$ cat src/rtl/tmds_channel_decoder_if.sv
// rtl/tmds_channel_decoder_if.sv - bus bundle between deserializer, TMDS decoder and video sink
//
// Purpose: groups the deserialized TMDS word and the decoded channel outputs.
// Signals:
//   raw    [9:0] deserialized word, raw[0] earliest received bit
//   dout   [7:0] decoded video data
//   de           1 = dout valid video, 0 = ctrl valid
//   ctrl   [1:0] decoded control value {c1,c0}
//   locked       word alignment established
//   slip   [3:0] current bit offset, 0..9
// Modports: master = source/sink side, slave = decoder side.

interface tmds_channel_decoder_if;
   logic [9:0] raw;
   logic [7:0] dout;
   logic       de;
   logic [1:0] ctrl;
   logic       locked;
   logic [3:0] slip;

   modport master (
      output raw,
      input  dout, de, ctrl, locked, slip
   );

   modport slave (
      input  raw,
      output dout, de, ctrl, locked, slip
   );
endinterface

$ cat src/rtl/tmds_channel_decoder.sv
// rtl/tmds_channel_decoder.sv - TMDS channel word aligner, decoder and lock tracker
//
// Purpose: finds the 10-bit word boundary in an unaligned deserialized TMDS
// stream using control-token runs, decodes each aligned word to 8-bit video
// data or a 2-bit control value, and tracks link lock.
// Ports:
//   pixclk  pixel clock, all logic on its rising edge
//   resetn  asynchronous active-low reset
//   bus     tmds_channel_decoder_if.slave (raw in; dout/de/ctrl/locked/slip out)
// Parameters:
//   LOCK_RUN       consecutive tokens at one offset needed to lock
//   SEARCH_WINDOW  cycles without a completed run before the offset advances
//   UNLOCK_WINDOW  cycles without any token before lock is dropped

module tmds_channel_decoder #(
   parameter int LOCK_RUN      = 8,
   parameter int SEARCH_WINDOW = 1024,
   parameter int UNLOCK_WINDOW = 2048
) (
   input logic                   pixclk,
   input logic                   resetn,
   tmds_channel_decoder_if.slave bus
);

   localparam int RUN_W  = $clog2(LOCK_RUN + 1);
   localparam int SRCH_W = $clog2(SEARCH_WINDOW + 1);
   localparam int IDLE_W = $clog2(UNLOCK_WINDOW + 1);

   typedef enum logic {ST_SEARCH, ST_LOCKED} state_t;

   state_t            state, state_nxt;
   logic [9:0]        raw_prev, aq, aligned;
   logic [18:0]       window;
   logic [RUN_W-1:0]  run_cnt, run_nxt;
   logic [SRCH_W-1:0] search_cnt, search_nxt;
   logic [IDLE_W-1:0] idle_cnt, idle_nxt;
   logic [3:0]        slip, slip_nxt;
   logic              tok_hit;
   logic [1:0]        tok_val;
   logic [7:0]        q, d;
   logic [7:0]        dout;
   logic              de;
   logic [1:0]        ctrl;

   // Bit 19 of the 20-bit window can never be selected (max slip 9), so it is not carried.
   assign window = {bus.raw[8:0], raw_prev};

   always_comb begin
      aligned = window[9:0];
      for (int k = 1; k < 10; k++) begin
         if (slip == 4'(k)) aligned = window[k +: 10];
      end
   end

   always_comb begin
      tok_hit = 1'b1;
      tok_val = 2'b00;
      case (aq)
         10'b1101010100: tok_val = 2'b00;
         10'b0010101011: tok_val = 2'b01;
         10'b0101010100: tok_val = 2'b10;
         10'b1010101011: tok_val = 2'b11;
         default:        tok_hit = 1'b0;
      endcase
   end

   // aq[9] marks an inverted payload; aq[8] selects XOR (1) or XNOR (0) chaining.
   always_comb begin
      q    = aq[9] ? ~aq[7:0] : aq[7:0];
      d    = '0;
      d[0] = q[0];
      for (int i = 1; i < 8; i++) begin
         d[i] = aq[8] ? (q[i] ^ q[i-1]) : ~(q[i] ^ q[i-1]);
      end
   end

   always_comb begin
      state_nxt  = state;
      run_nxt    = run_cnt;
      search_nxt = search_cnt;
      idle_nxt   = idle_cnt;
      slip_nxt   = slip;
      case (state)
         ST_SEARCH: begin
            if (!tok_hit)
               run_nxt = '0;
            else if (run_cnt != RUN_W'(LOCK_RUN))
               run_nxt = run_cnt + 1'b1;
            if (search_cnt != SRCH_W'(SEARCH_WINDOW))
               search_nxt = search_cnt + 1'b1;
            // A completed run wins over the offset advance in the same cycle.
            if (tok_hit && (run_cnt == RUN_W'(LOCK_RUN - 1))) begin
               state_nxt  = ST_LOCKED;
               search_nxt = '0;
            end else if (search_cnt == SRCH_W'(SEARCH_WINDOW - 1)) begin
               slip_nxt   = (slip == 4'd9) ? 4'd0 : slip + 4'd1;
               run_nxt    = '0;
               search_nxt = '0;
            end
         end
         ST_LOCKED: begin
            if (tok_hit) begin
               idle_nxt = '0;
            end else if (idle_cnt == IDLE_W'(UNLOCK_WINDOW - 1)) begin
               // Offset is kept so the search resumes where the link last was.
               state_nxt  = ST_SEARCH;
               run_nxt    = '0;
               search_nxt = '0;
               idle_nxt   = '0;
            end else begin
               idle_nxt = idle_cnt + 1'b1;
            end
         end
         default: state_nxt = ST_SEARCH;
      endcase
   end

   always_ff @(posedge pixclk or negedge resetn) begin
      if (!resetn) begin
         state      <= ST_SEARCH;
         raw_prev   <= '0;
         aq         <= '0;
         run_cnt    <= '0;
         search_cnt <= '0;
         idle_cnt   <= '0;
         slip       <= '0;
         dout       <= '0;
         de         <= 1'b0;
         ctrl       <= '0;
      end else begin
         state      <= state_nxt;
         raw_prev   <= bus.raw;
         aq         <= aligned;
         run_cnt    <= run_nxt;
         search_cnt <= search_nxt;
         idle_cnt   <= idle_nxt;
         slip       <= slip_nxt;
         // Gated by the lock state before this edge, so the word that
         // completes the run is still blanked and the next one is not.
         if (state != ST_LOCKED) begin
            dout <= '0;
            de   <= 1'b0;
            ctrl <= '0;
         end else if (tok_hit) begin
            dout <= '0;
            de   <= 1'b0;
            ctrl <= tok_val;
         end else begin
            dout <= d;
            de   <= 1'b1;
            ctrl <= '0;
         end
      end
   end

   assign bus.dout   = dout;
   assign bus.de     = de;
   assign bus.ctrl   = ctrl;
   assign bus.locked = (state == ST_LOCKED);
   assign bus.slip   = slip;

endmodule

$ cat src/flat_wrapper.sv
// flat-port wrapper written by rule: the top's interface ports become plain ports
module tmds_channel_decoder_flat 
#(
   parameter int LOCK_RUN      = 8,
   parameter int SEARCH_WINDOW = 1024,
   parameter int UNLOCK_WINDOW = 2048
)
  (pixclk, resetn, bus_raw, bus_dout, bus_de, bus_ctrl, bus_locked, bus_slip);
  tmds_channel_decoder_if bus_i ();
  input logic pixclk;
  input logic resetn;
  input wire logic [$bits(bus_i.raw)-1:0] bus_raw;
  output wire logic [$bits(bus_i.dout)-1:0] bus_dout;
  output wire logic [$bits(bus_i.de)-1:0] bus_de;
  output wire logic [$bits(bus_i.ctrl)-1:0] bus_ctrl;
  output wire logic [$bits(bus_i.locked)-1:0] bus_locked;
  output wire logic [$bits(bus_i.slip)-1:0] bus_slip;
  assign bus_i.raw = bus_raw;
  assign bus_dout = bus_i.dout;
  assign bus_de = bus_i.de;
  assign bus_ctrl = bus_i.ctrl;
  assign bus_locked = bus_i.locked;
  assign bus_slip = bus_i.slip;
  tmds_channel_decoder #(.LOCK_RUN(LOCK_RUN), .SEARCH_WINDOW(SEARCH_WINDOW), .UNLOCK_WINDOW(UNLOCK_WINDOW)) u_core (.pixclk(pixclk), .resetn(resetn), .bus(bus_i));
endmodule
$ cat config.mk
export PLATFORM = sky130hd
export DESIGN_NAME = tmds_channel_decoder_flat
export DESIGN_NICKNAME = d
export VERILOG_FILES = /design/src/rtl/tmds_channel_decoder_if.sv /design/src/rtl/tmds_channel_decoder.sv /design/src/flat_wrapper.sv
export SDC_FILE = /design/constraint.sdc
export NUM_CORES = 1
export LEC_CHECK = 0
export CAP_MARGIN = 20
export CORE_MARGIN = 2
export CORE_UTILIZATION = 50
export DETAILED_ROUTE_END_ITERATION = 16
export GPL_TIMING_DRIVEN = 0
export PLACE_DENSITY = 0.76
export SYNTH_ARGS = -nofsm -noshare
export SYNTH_HDL_FRONTEND = slang
export SYNTH_SLANG_ARGS = --single-unit
export TNS_END_PERCENT = 10
$ cat constraint.sdc
create_clock -name pixclk -period 2.5 [get_ports pixclk]
set_input_delay 0.375 -clock pixclk [delete_from_list [all_inputs] [get_ports pixclk]]
set_output_delay 0.375 -clock pixclk [all_outputs]
set_load 0.02 [all_outputs]
# == Yosys cells after proc, flatten, opt, wreduce, memory -nomap -nowiden ==
# Index checks and enable logic that the tools add are counted.
# word_totals
wordCells,102
output_inout_bits,16
ram_bits,0
latch_bits,0
rom_bits,0
regBits,63
n_memories,0
# classes
magnitude_cmp,0
reduce_logical,5
muxes,45
mul,0
n_addsub,4
shifts,0
eq_ne,21
bitwise,17
div_mod_pow,0
# op_table
cell,count
10-bit 2-to-1 mux,9
11-bit 2-to-1 mux,5
4-bit 2-to-1 mux,7
12-bit 2-to-1 mux,2
8-bit 2-to-1 mux,3
11-bit one-hot mux with 2 select lines,1
10-bit equality test (second input constant),2
4-bit by 3-bit equality test with 1-bit output (second input constant),5
1-bit 2-to-1 mux,13
12-bit by 1-bit adder with 12-bit output (second input constant),1
12-bit by 11-bit equality test with 1-bit output (second input constant),1
11-bit by 1-bit adder with 11-bit output (second input constant),1
11-bit by 10-bit equality test with 1-bit output (second input constant),1
11-bit != test (second input constant),1
10-bit by 8-bit equality test with 1-bit output (second input constant),1
10-bit by 9-bit equality test with 1-bit output (second input constant),1
1-bit NOT,9
4-bit by 1-bit adder with 4-bit output (second input constant),2
4-bit by 2-bit equality test with 1-bit output (second input constant),2
4-bit equality test (second input constant),2
8-bit NOT,1
4-bit one-hot mux with 2 select lines,1
1-bit XOR,7
2-bit one-hot mux with 3 select lines,1
other kinds (10),13

# == Logic depth before layout (Yosys ltp) ==
# logic_depth
ltp_word,10
ltp_mapped,7
ltp_nobuf,6

# == Worst setup path after synthesis ==
# OpenSTA, ideal clock, no wires.
# synth_timing
path_type,register to register
start,register u_core.run_cnt[0]
end,"register u_core.slip[2], in the netlist u_core.bus.slip[2]"
setup_slack_ps,653
path_stages_with_launch,8
required_ps,2367
arrival_time_ps,1714
setup_ps,133
period_less_slack_ps,1847
cell_sequence,dfrtp_1 -> ha_1 -> and3b_1 -> and4_4 -> nor3_4 -> buf_4 -> nand4_1 -> xnor2_1
# synth_via
elab_chain_cells,4
# synth_rtl
item,line,source
from (decl),tmds_channel_decoder.sv:34,"logic [RUN_W-1:0] run_cnt, run_nxt;"
from (signal assigned),tmds_channel_decoder.sv:134,run_cnt <= run_nxt;
4-bit by 3-bit equality test with 1-bit output,tmds_channel_decoder.sv:92,if (tok_hit && (run_cnt == RUN_W'(LOCK_RUN - 1))) begin
1-bit logical AND,tmds_channel_decoder.sv:92,
1-bit NOT (no source line),--,
3-bit AND reduction (no source line),--,
to (signal assigned),tmds_channel_decoder.sv:137,slip <= slip_nxt;
to (decl),tmds_channel_decoder.sv:37,"logic [3:0] slip, slip_nxt;"
# No other way between the ends.
# A chain may end at the register's enable or synchronous reset.

# == Worst setup path in the final report ==
# layout_timing
start,"register u_core.slip[3], in the netlist u_core.bus.slip[3]"
end,register u_core.aq[3]
# layout_via
elab_chain_cells,10
# layout_rtl
item,line,source
4-bit by 1-bit equality test with 1-bit output,tmds_channel_decoder.sv:51,if (slip == 4'(k)) aligned = window[k +: 10];
10-bit 2-to-1 mux (8 in a row),tmds_channel_decoder.sv:51,
10-bit 2-to-1 mux *,tmds_channel_decoder.sv:51,
via u_core.aligned[3],tmds_channel_decoder.sv:32,"logic [9:0] raw_prev, aq, aligned;"
to (signal assigned),tmds_channel_decoder.sv:133,aq <= aligned;
to (decl),tmds_channel_decoder.sv:32,
# The timed path passes the listed nets; every way through them passes the cells marked *.

==> results.toml <==
[final_layout]
utilization_pct = 59.05
diodes = 0
instances_no_fill = 629
final_cell_mix = "dfrtp_1, o21ai_0, nand2_1"
syn2layout_area_growth_pct = 15.47
nNetsFinal = 536
final_common_cell = "dfrtp_1"
layout-drive-gt1-share_pct = 11.26
final_area_um2 = 4827

[drt]
wirelength_mm = 12.01
ant_nets = 0
dr.pass1.iters = 5
drtIter0Drc = 368
drcViolationCount = 0
wl_per_cell_um = 19.09
vias_per_cell = 6.382
dr_total_vias = 4014

[clock_network]
clkTransAtPathRegs_ns = 0.08
ctsHoldBuffers = 0
htreeDepth = 3
clkSinkCount = 63
cts_resized = 0
clock_latency_ns = 0.34
post_cts_buffers = 0
cts_buffer_depth = 2
numCtsBuffers = 9
tritoncts = "built"
cts_root_buf = "clkbuf_8"

[synthesis]
synth-compound-area-share_pct = 26.43
syn_area_um2 = 4180
postSynthNetCount = 497
synthAdderAreaFrac_pct = 1.497
netlist_instances = 480
synth_cell_type_count = 74
synth_area_per_cell_um2 = 8.709
async_flop_share_pct = 100.0
synth_xor_area_share_pct = 3.562
synth_edf_count = 0
yosys_warnings = 0
synthFlopType = "dfrtp_1"
synth_mux_area_share_pct = 2.454
synth_top_family_by_area = "compound AO/OA/AOI/OAI gates"
synth-seq-cells = 63
synthSimpleGateAreaFrac_pct = 23.11
seq_area_frac_synth_pct = 37.71

[global_route]
antenna_found_initial = 0
grt_pass1_vias = 3857
grt.total_usage_pct = 27.86
grt_start_max_net_pins = 41
grt-ovfl-total = 0
grt_pass1_wl_mm = 19.44

[timing]
slew_headroom_pct = 49.20
finalClockSkew_ns = 0.01033
finalHoldViolCount = 0
setup_ws_ns = 0.3132
fin_tns_setup_ns = 0
grt_setup_unrepaired = "no"
finalCritPeriodShare_pct = 87.47
finalSetupViolCount = 0
slew_viol_final = 0
max_freq_mhz = 457.3
tightest_slew_ns = 0.7562
fin_crit_ns = 2.187

[power_and_ir_drop]
pwr-share-seq_pct = 46.9
clkPwrFrac_pct = 46.7
ir_drop_v = 0.0002366
pwr-share-comb_pct = 6.4
p_sw_mw = 0.5388
intPower_mw = 1.712
swShare_pct = 23.94
p_per_area_nw_per_um2 = 466.2
power_leakage_nw = 1.946

[placement]
dp_cells = 613
dp_hpwl_mm = 8.478
place_area_um2 = 4597
globalplace.congestion = 0.9810
io_buffers = 27
pre_cts_slack_ns = 0.4081

[floorplanning]
ios = 28
die_w_um = 95.44
core_area_um2 = 8175
die_area_um2 = 9108
rows = 33
floorplan.initialDensity_pct = 51.13
die_h_um = 95.44

[run]
cap_viol_max_count = 0

[setup_path]
cp-start-kind = "flop"
path_class = "flop to flop"
rrSetupSlack_ns = 0.31
end_kind = "flop"
required_ns = 2.70
crit_fanout = 10
cp.arrival_ns = 2.38
r2r_end = "u_core.aq[3]$_DFF_PN0_"
r2r_start = "u_core.bus.slip[3]$_DFFE_PN0P_"
rr_worst_depth = 6

[status]
status = "completed"

[min_path]
hold_path_class = "primary input to async pin"
-- power by group through the flow --
stage | Combinational (mW) | Sequential, mW | Clock, mW
5_1_grt | 0.157 | 1.06 | 1.11
3_3_place_gp | 0.138 | 1.07 | 0
6_report | 0.144 | 1.06 | 1.05
4_1_cts | 0.143 | 1.05 | 1.06
2_1_floorplan | 0.0722 | 1.07 | 0
3_5_place_dp | 0.142 | 1.07 | 0
-- final cells by class --
cell class                      count  area (um^2)
Inverter                           16        60.06
Timing Repair Buffer               28        285.3
Clock inverter                      5        78.83
Tap cell                          105        131.4
Multi-Input combinational cell    366         2385
Clock buffer                       11        151.4
Sequential cell                    63         1577
Fill cell                         737         3348
Buffer                             35        158.9
-- stage by stage --
stage / power [mW] / hold WS, ns
2_1_floorplan: 1.141 / 0.07941
3_3_place_gp: 1.213 / 0.4983
3_5_place_dp: 1.217 / 0.3910
4_1_cts: 2.258 / 0.01893
5_1_grt: 2.324 / 0.02896
6_report: 2.251 / 0.006067
-- routing by layer --
| layer | track usage (%) | routed length, um | vias up |
|---|---|---|---|
| met4 | 6.786 | 185 | 0 |
| met2 | 45.42 | 5708 | 210 |
| met5 | 0 | 0 | - |
| li1 | - | - | 1856 |
| met1 | 38.27 | 5169 | 1928 |
| met3 | 5.455 | 943 | 20 |
-- critical path, stage by stage (launching register included) --
cell,delay [ns]
dfrtp_1,0.41
buf_2,0.24
buf_2,0.25
clkbuf_1,0.48
a21oi_1,0.08
a211oi_1,0.39
o21ai_0,0.19
-- cell usage after synthesis, types with 4 or more instances --
cell type | n | share of area [%]
dfrtp_1 | 63 | 38
o21ai_0 | 56 | 6.7
nand2_1 | 35 | 3.1
a21oi_1 | 34 | 4.1
nor2_1 | 34 | 3.1
a31oi_1 | 16 | 2.4
buf_2 | 16 | 1.9
inv_1 | 16 | 1.4
xnor2_1 | 16 | 3.4
clkbuf_1 | 15 | 1.3
nand3_1 | 12 | 1.4
a22oi_1 | 10 | 1.8
and3b_1 | 9 | 1.9
mux2i_1 | 8 | 1.9
nand2b_1 | 8 | 1.2
nor3_1 | 8 | 0.96
o22ai_1 | 8 | 1.2
a21o_1 | 7 | 1.3
nand3b_1 | 7 | 1.3
nor2b_1 | 7 | 1.0
a22o_1 | 6 | 1.3
nor3b_1 | 6 | 1.1
ha_1 | 5 | 1.5
nor4_1 | 4 | 0.60
-- worst max path at each step --
stage,start,endpoint,slack [ns]
global placement,resetn,u_core.raw_prev[3]$_DFF_PN0_,-0.91
CTS,u_core.run_cnt[0]$_DFFE_PN0P_,u_core.bus.slip[2]$_DFFE_PN0P_,0.38
floorplan,u_core.run_cnt[0]$_DFFE_PN0P_,u_core.bus.slip[2]$_DFFE_PN0P_,0.65
detailed placement,u_core.run_cnt[0]$_DFFE_PN0P_,u_core.bus.slip[2]$_DFFE_PN0P_,0.41
finish,u_core.bus.slip[3]$_DFFE_PN0P_,u_core.aq[3]$_DFF_PN0_,0.31
global route,u_core.bus.slip[1]$_DFFE_PN0P_,u_core.aq[4]$_DFF_PN0_,0.20
-- flip-flops by register name, indices dropped and copies added, names as in the netlist --
signal / cells
u_core.aq: 10
u_core.bus.ctrl: 2
u_core.bus.de: 1
u_core.bus.dout: 8
u_core.bus.locked: 1
u_core.bus.slip: 4
u_core.idle_cnt: 12
u_core.raw_prev: 10
u_core.run_cnt: 4
u_core.search_cnt: 11
-- cells by family (layout without fill, tap and decap cells) --
family,Yosys count,in the layout
AOI/OAI and AO/OA,173,173
xor gates and xnor gates,17,17
adders and majority gates,5,5
buffers and inverters,51,95
DFF,63,63
muxes,10,10
and+or+nand+nor,161,161
Note: power is estimated with default switching activity, not from simulation.
